[src/rtl/cpu_seq_pkg.sv]
// Shared types and defaults for the CPU instruction sequencer (cpu_seq_ctl).
// The optional breakpoint logic in the top is enabled by CPU_SEQ_BREAKPOINT_EN.
package cpu_seq_pkg;

    localparam int CPU_SEQ_ADDR_W  = 16;
    localparam int CPU_SEQ_DATA_W  = 16;
    localparam int CPU_SEQ_ROM_LAT = 2;
    localparam int CPU_SEQ_RAM_LAT = 2;
    localparam int CTR_W           = 3;

    typedef enum logic [3:0] {
        IDLE,
        FETCH,
        FWAIT,
        EXEC,
        RESP,
        MEM,
        MWAIT,
        NEXT,
        HALT
    } seq_state_t;

    // Wait counter preload: a latency of N cycles counts N-1 down to 0.
    function automatic logic [CTR_W-1:0] lat_load(input int lat);
        return CTR_W'(lat - 1);
    endfunction

endpackage

[src/rtl/cpu_seq_waitctr.sv]
// Load/decrement wait counter with zero flag, shared by the ROM and RAM wait states.
module cpu_seq_waitctr
    import cpu_seq_pkg::*;
(
    input  logic             clock,
    input  logic             reset,
    input  logic             load,
    input  logic [CTR_W-1:0] load_val,
    input  logic             dec,
    output logic             zero
);

    logic [CTR_W-1:0] count_reg;

    always_ff @(posedge clock) begin
        if (reset) begin
            count_reg <= '0;
        end else if (load) begin
            count_reg <= load_val;
        end else if (dec && (count_reg != '0)) begin
            count_reg <= count_reg - 1'b1;
        end
    end

    assign zero = (count_reg == '0);

endmodule

[src/rtl/cpu_seq_ctl.sv]
// CPU instruction sequencer: owns the PC and runs fetch -> execute -> RAM port A -> PC update.
// Define CPU_SEQ_BREAKPOINT_EN to add the bp_addr/bp_en/bp_hit breakpoint feature.
module cpu_seq_ctl
    import cpu_seq_pkg::*;
#(
    parameter int                ADDR_W   = CPU_SEQ_ADDR_W,
    parameter int                DATA_W   = CPU_SEQ_DATA_W,
    parameter int                ROM_LAT  = CPU_SEQ_ROM_LAT,
    parameter int                RAM_LAT  = CPU_SEQ_RAM_LAT,
    parameter logic [ADDR_W-1:0] RESET_PC = '0
) (
    input  logic              clock,
    input  logic              reset,
    input  logic              run,
    input  logic              step,
    output logic [ADDR_W-1:0] rom_address,
    input  logic [DATA_W-1:0] rom_q,
    output logic [DATA_W-1:0] ir,
    output logic              alu_en,
    input  logic              alu_mem_req,
    input  logic              alu_mem_we,
    input  logic [ADDR_W-1:0] alu_mem_addr,
    input  logic [DATA_W-1:0] alu_mem_wdata,
    input  logic              alu_branch,
    input  logic [ADDR_W-1:0] alu_target,
    input  logic              alu_halt,
    output logic [ADDR_W-1:0] ram_address,
    output logic              ram_wren,
    output logic [DATA_W-1:0] ram_data,
    input  logic [DATA_W-1:0] ram_q,
    output logic [DATA_W-1:0] mem_rdata,
    output logic              mem_rvalid,
    output logic [ADDR_W-1:0] pc,
    output logic              halted
`ifdef CPU_SEQ_BREAKPOINT_EN
   ,input  logic [ADDR_W-1:0] bp_addr,
    input  logic              bp_en,
    output logic              bp_hit
`endif
);

    seq_state_t        state_reg;
    logic              step_pend_reg;
    logic              mem_we_reg;
    logic [ADDR_W-1:0] mem_addr_reg;

    logic              ctr_load;
    logic [CTR_W-1:0]  ctr_load_val;
    logic              ctr_dec;
    logic              ctr_zero;
    logic [ADDR_W-1:0] pc_next;
    logic              go;

    cpu_seq_waitctr u_waitctr (
        .clock    (clock),
        .reset    (reset),
        .load     (ctr_load),
        .load_val (ctr_load_val),
        .dec      (ctr_dec),
        .zero     (ctr_zero)
    );

    assign ctr_load     = (state_reg == FETCH) || ((state_reg == MEM) && !mem_we_reg);
    assign ctr_load_val = (state_reg == FETCH) ? lat_load(ROM_LAT) : lat_load(RAM_LAT);
    assign ctr_dec      = (state_reg == FWAIT) || (state_reg == MWAIT);
    assign pc_next      = alu_branch ? alu_target : pc + ADDR_W'(1);

`ifdef CPU_SEQ_BREAKPOINT_EN
    logic run_q_reg;
    logic bp_skip_reg;
    logic run_rise;
    logic trip_idle;
    logic trip_next;

    // After a breakpoint only a fresh run edge or a step resumes the sequencer.
    assign run_rise  = run && !run_q_reg;
    assign go        = bp_hit ? (run_rise || step) : (run || step || step_pend_reg);
    assign trip_idle = bp_en && (pc == bp_addr) && !bp_skip_reg;
    assign trip_next = bp_en && (pc_next == bp_addr) && !bp_skip_reg;
`else
    assign go = run || step || step_pend_reg;
`endif

    always_ff @(posedge clock) begin
        if (reset) begin
            state_reg     <= IDLE;
            pc            <= RESET_PC;
            step_pend_reg <= 1'b0;
            mem_we_reg    <= 1'b0;
            mem_addr_reg  <= '0;
            rom_address   <= '0;
            ram_address   <= '0;
            ir            <= '0;
            ram_data      <= '0;
            mem_rdata     <= '0;
            alu_en        <= 1'b0;
            ram_wren      <= 1'b0;
            mem_rvalid    <= 1'b0;
            halted        <= 1'b0;
`ifdef CPU_SEQ_BREAKPOINT_EN
            run_q_reg     <= 1'b0;
            bp_skip_reg   <= 1'b0;
            bp_hit        <= 1'b0;
`endif
        end else begin
            alu_en     <= 1'b0;
            ram_wren   <= 1'b0;
            mem_rvalid <= 1'b0;
`ifdef CPU_SEQ_BREAKPOINT_EN
            run_q_reg <= run;
            if (bp_hit && (run_rise || step)) begin
                bp_hit <= 1'b0;
            end
`endif
            if (step && !run && (state_reg != HALT)) begin
                step_pend_reg <= 1'b1;
            end

            case (state_reg)
                IDLE: begin
                    if (go) begin
`ifdef CPU_SEQ_BREAKPOINT_EN
                        if (trip_idle) begin
                            bp_hit        <= 1'b1;
                            bp_skip_reg   <= 1'b1;
                            step_pend_reg <= 1'b0;
                        end else begin
                            state_reg <= FETCH;
                        end
`else
                        state_reg <= FETCH;
`endif
                    end
                end
                FETCH: begin
                    rom_address <= pc;
                    state_reg   <= FWAIT;
`ifdef CPU_SEQ_BREAKPOINT_EN
                    bp_skip_reg <= 1'b0;
`endif
                end
                FWAIT: begin
                    if (ctr_zero) begin
                        ir        <= rom_q;
                        alu_en    <= 1'b1;
                        state_reg <= EXEC;
                    end
                end
                EXEC: begin
                    state_reg <= RESP;
                end
                RESP: begin
                    if (alu_halt) begin
                        halted    <= 1'b1;
                        state_reg <= HALT;
                    end else if (alu_mem_req) begin
                        mem_we_reg   <= alu_mem_we;
                        mem_addr_reg <= alu_mem_addr;
                        // Writes are presented during MEM so the strobe never leaves that state.
                        if (alu_mem_we) begin
                            ram_address <= alu_mem_addr;
                            ram_data    <= alu_mem_wdata;
                            ram_wren    <= 1'b1;
                        end
                        state_reg <= MEM;
                    end else begin
                        step_pend_reg <= 1'b0;
                        state_reg     <= NEXT;
                    end
                end
                MEM: begin
                    if (mem_we_reg) begin
                        step_pend_reg <= 1'b0;
                        state_reg     <= NEXT;
                    end else begin
                        ram_address <= mem_addr_reg;
                        state_reg   <= MWAIT;
                    end
                end
                MWAIT: begin
                    if (ctr_zero) begin
                        mem_rdata     <= ram_q;
                        mem_rvalid    <= 1'b1;
                        step_pend_reg <= 1'b0;
                        state_reg     <= NEXT;
                    end
                end
                NEXT: begin
                    pc <= pc_next;
                    if (run) begin
`ifdef CPU_SEQ_BREAKPOINT_EN
                        if (trip_next) begin
                            bp_hit      <= 1'b1;
                            bp_skip_reg <= 1'b1;
                            state_reg   <= IDLE;
                        end else begin
                            state_reg <= FETCH;
                        end
`else
                        state_reg <= FETCH;
`endif
                    end else begin
                        state_reg <= IDLE;
                    end
                end
                HALT: begin
                    state_reg <= HALT;
                end
                default: begin
                    state_reg <= IDLE;
                end
            endcase
        end
    end

endmodule
[config.mk]
export PLATFORM = sky130hd
export DESIGN_NAME = cpu_seq_ctl
export DESIGN_NICKNAME = d
export VERILOG_FILES = /design/src/rtl/cpu_seq_pkg.sv /design/src/rtl/cpu_seq_waitctr.sv /design/src/rtl/cpu_seq_ctl.sv
export SDC_FILE = /design/constraint.sdc
export NUM_CORES = 1
export LEC_CHECK = 0
export CAP_MARGIN = 20
export CORE_ASPECT_RATIO = 1.4
export CORE_MARGIN = 2
export CORE_UTILIZATION = 40
export DETAILED_ROUTE_END_ITERATION = 10
export PLACE_DENSITY_LB_ADDON = 0.08
export SKIP_CTS_REPAIR_TIMING = 1
export SLEW_MARGIN = 15
export SYNTH_ARGS = -nofsm -noshare
export SYNTH_HDL_FRONTEND = slang
export SYNTH_SLANG_ARGS = --single-unit
[constraint.sdc]
create_clock -name clock -period 3.56 [get_ports clock]
set_input_delay 0.356 -clock clock [delete_from_list [all_inputs] [get_ports clock]]
set_output_delay 0.356 -clock clock [all_outputs]
set_load 0.01 [all_outputs]
==> flow_summary_export.csv <==
group,metric,value,unit
timing,final.period_utilization,73.0,%
synth,synth_area_leaders,"dfxtp_1 48%, mux2i_1 10%, nand2_1 8.0%, a21oi_1 5.8%, nor2_1 5.0%",
synth,ys_ff_latch,125,
clock_network,htreeDepth,4,
timing,rsz0062_at_grt,"false",
critical_path,cp-start-kind,"flop",
place,placed_cells,904,
layout,layout-drive-gt1-share,6.63,%
worst_hold_path,min_from,"mem_rdata[4]$_SDFFE_PP0P_",
timing,slew_headroom,45.1,%
timing,finalHoldViolations,0,
power_and_ir_drop,p_total,0.00403,W
route,routed_wl,14.7,mm
timing,fin_worst_skew,0.00861,ns
synth,synthesis.nets,695,
place,routabilityCongestion,0.803,
layout,instances_no_fill,937,
critical_path,critPathRequiredTime,3.80,ns
grt,grt_start_max_net_pins,71,
power_and_ir_drop,power_leakage,3.06,nW
layout,nets,862,
die,start_util,40.7,%
synth,synth_area_leader_cell,"dfxtp_1",
synth,synth.yosys.warnings,0,
route,vias,5012,
grt,grt_pass1_wl,23.6,mm
route,dr.pass1.iters,5,
critical_path,path_class,"flop to flop",
synth,async_flop_share,0,%
layout,final_util,61.1,%
timing,worst_slew_pin_slew,0.819,ns
clock_network,clk_latency,0.40,ns
clock_network,cts_tree,"built",
clock_network,root_buffer,"clkbuf_16",
synth,synth-seq-area-share,47.9,%
layout,n_antenna_cell,0,
grt,gr-usage-all-layers,20.9,%
power_and_ir_drop,pwr-share-clk,47.6,%
critical_path,r2r_start,"state_reg[0]$_SDFFE_PP0P_",
route,wl_per_cell,15.7,um
power_and_ir_drop,power.internal,0.00304,W
clock_network,clkTransAtPathRegs,0.06,ns
worst_hold_path,whs_endpoint,"mem_rdata[4]$_SDFFE_PP0P_",
clock_network,cts_sinks,125,
power_and_ir_drop,p_sw_share,24.6,%
layout,design_area,0.00783,sq mm
timing,clock.fmax,0.385,GHz
outcome,status,"finished, final reports clean",
timing,setup_viol_count_final,0,
power_and_ir_drop,vdd_drop_max,0.368,mV
grt,grt-ovfl-total,0,
timing,period_needed,2.60,ns
route,drc_errors,0,
synth,synth_top_flop_cell,"dfxtp_1",
power_and_ir_drop,p_per_area,515,mW/mm^2
synth,netlist_area,0.00522,sq mm
grt,grt_pass1_vias,4918,
synth,synth_cells,604,
die,coreArea,0.0128,sq mm
route,antenna_left,0,
power_and_ir_drop,comb_power_share,14.3,%
power_and_ir_drop,seq_power_share,38.2,%
clock_network,cts_buffers,17,
critical_path,worstSetupEndpointType,"flop",
die,die_x,101,um
critical_path,crit_fanout,20,
layout,multi_input_area,0.00249,sq mm
worst_hold_path,holdPathStages,2,
critical_path,r2r-end,"ram_address[9]$_SDFFE_PP0P_",
clock_network,cts.path.max_buffers,2,
worst_hold_path,worstHoldPathType,"flop to flop",
layout,area.sequential,0.00250,sq mm
route,via_per_inst,5.35,
critical_path,ff2ff_setup_slack,0.96,ns
die,dieArea,0.0140,sq mm
synth,synth-edff-count,0,
place,dpl_cell_area,0.00715,sq mm
flow_run,max-cap-violations,0,
synth,synth.top_cell.area_share,47.9,%
timing,fin_tns_setup,0,ns
grt,antenna_found_initial,0,
critical_path,ff2ff_path_depth,5,
route,drt_iter0_drc,270,
synth,synth_area_per_cell,8.64,sq um
die,ios,188,
die,placementRows,49,
layout,fillerInstances,1163,
place,io_buffers,187,
power_and_ir_drop,power.switching,0.000991,W
timing,slew_violations,0,
synth,ys_types,55,
layout,area_growth,50.0,%
place,dp_hpwl,10.2,mm
die,die_h,139,um
critical_path,worstPathArrival,2.84,ns
-- critical path, stage by stage, from the launching register on --
cell,delay [ns]
dfxtp_1,0.73
nor4bb_4,0.30
buf_4,0.27
a32o_2,0.38
and2_1,0.56
a311oi_1,0.19
-- placed cells by master (no fill, tap or decap), types with 3 or more instances in the layout --
cell type        instances
a31oi_1                  9
nand2b_1                 3
buf_4                    9
nand4b_1                 3
clkinvlp_4               3
nor3_1                  12
a2111oi_0                3
clkinv_4                 3
dfxtp_1                125
a311oi_1                17
nand2_1                111
nor2b_1                  3
o21ai_0                 11
nor2_1                  69
mux2i_1                 52
clkbuf_16               17
or4_1                    4
and3_1                   4
ha_1                     3
nand3_1                  8
a22o_1                   3
a21oi_1                 60
bufinv_16                5
nand3b_1                 4
clkdlybuf4s50_1        186
nand4_1                  5
a32o_1                   4
inv_1                    9
-- synth_stat cells, types with 2 or more instances --
library cell and number:
a2111oi_0 3, a211oi_1 2, a21oi_1 60, a22o_1 3
a311oi_1 17, a31oi_1 9, a32o_1 4, and3_1 4
buf_2 14, clkbuf_1 32, dfxtp_1 125, ha_1 3
inv_1 9, mux2i_1 52, nand2_1 111, nand2b_1 3
nand3_1 8, nand3b_1 4, nand4_1 5, nand4_2 2
nand4b_1 3, nor2_1 69, nor2b_1 3, nor3_1 12
nor4_1 2, o21ai_0 11, o41ai_1 2, or3_1 2
or4_1 4
-- through the flow --
stage / hold WS, ns / setup WS (ns)
2_1_floorplan: 0.446 / 1.53
3_5_place_dp: 0.446 / 1.02
5_1_grt: 0.471 / 0.792
4_1_cts: 0.454 / 0.985
3_3_place_gp: 0.442 / 1.13
6_report: 0.451 / 0.961
-- cell type report --
cell class	count	share of cell area, %
Clock buffer	19	5.79
Tap cell	153	2.45
Timing Repair Buffer	196	24.8
Sequential cell	125	32.0
Multi-Input combinational cell	421	31.8
Inverter	10	0.480
Clock inverter	13	2.72
-- logic make-up (layout without fill, tap and decap cells) --
group                    count (synthesis)  after routing  share of synthesized area, %
AO/OA/AOI/OAI                          120            120                          14.6
XOR/XNOR                                 2              2                         0.336
adder cells (fa/ha/maj)                  3              3                         0.719
buffers and inverters                   58            238                          4.65
flip-flops                             125            125                          47.9
multiplexers                            53             53                          10.2
AND/OR/NAND/NOR                        243            243                          21.5
-- worst max-delay path by stage --
stage                                         start                     endpoint  slack [ns]  cells after the start
after floorplan                  pc[0]$_SDFFE_PP0N_          pc[14]$_SDFFE_PP0N_        1.53                      5
after global placement    state_reg[0]$_SDFFE_PP0P_  ram_address[2]$_SDFFE_PP0P_        1.13                      5
after detailed placement  state_reg[0]$_SDFFE_PP0P_  ram_address[2]$_SDFFE_PP0P_        1.02                      5
after CTS                 state_reg[0]$_SDFFE_PP0P_  ram_address[2]$_SDFFE_PP0P_        0.98                      5
after global routing      state_reg[0]$_SDFFE_PP0P_  ram_address[0]$_SDFFE_PP0P_        0.79                      5
final                     state_reg[0]$_SDFFE_PP0P_  ram_address[9]$_SDFFE_PP0P_        0.96                      5
-- metal layers --
layer  vias up  wire (um)  track usage, %
met5         -          0               0
met2       211       7600            36.9
met1      2337       5750            23.5
met4         0        228            7.71
met3        15       1110            6.05
li1       2449          -               -
-- power by group through the flow --
stage,sequential (W),clock (W),combinational [W]
CTS,0.00154,0.00196,0.000581
global route,0.00155,0.00203,0.000633
global placement,0.00156,0,0.000569
detailed placement,0.00157,0,0.000579
finish,0.00154,0.00192,0.000575
floorplan,0.00154,0,0.000331
Note: power is estimated with default switching activity, not from simulation.
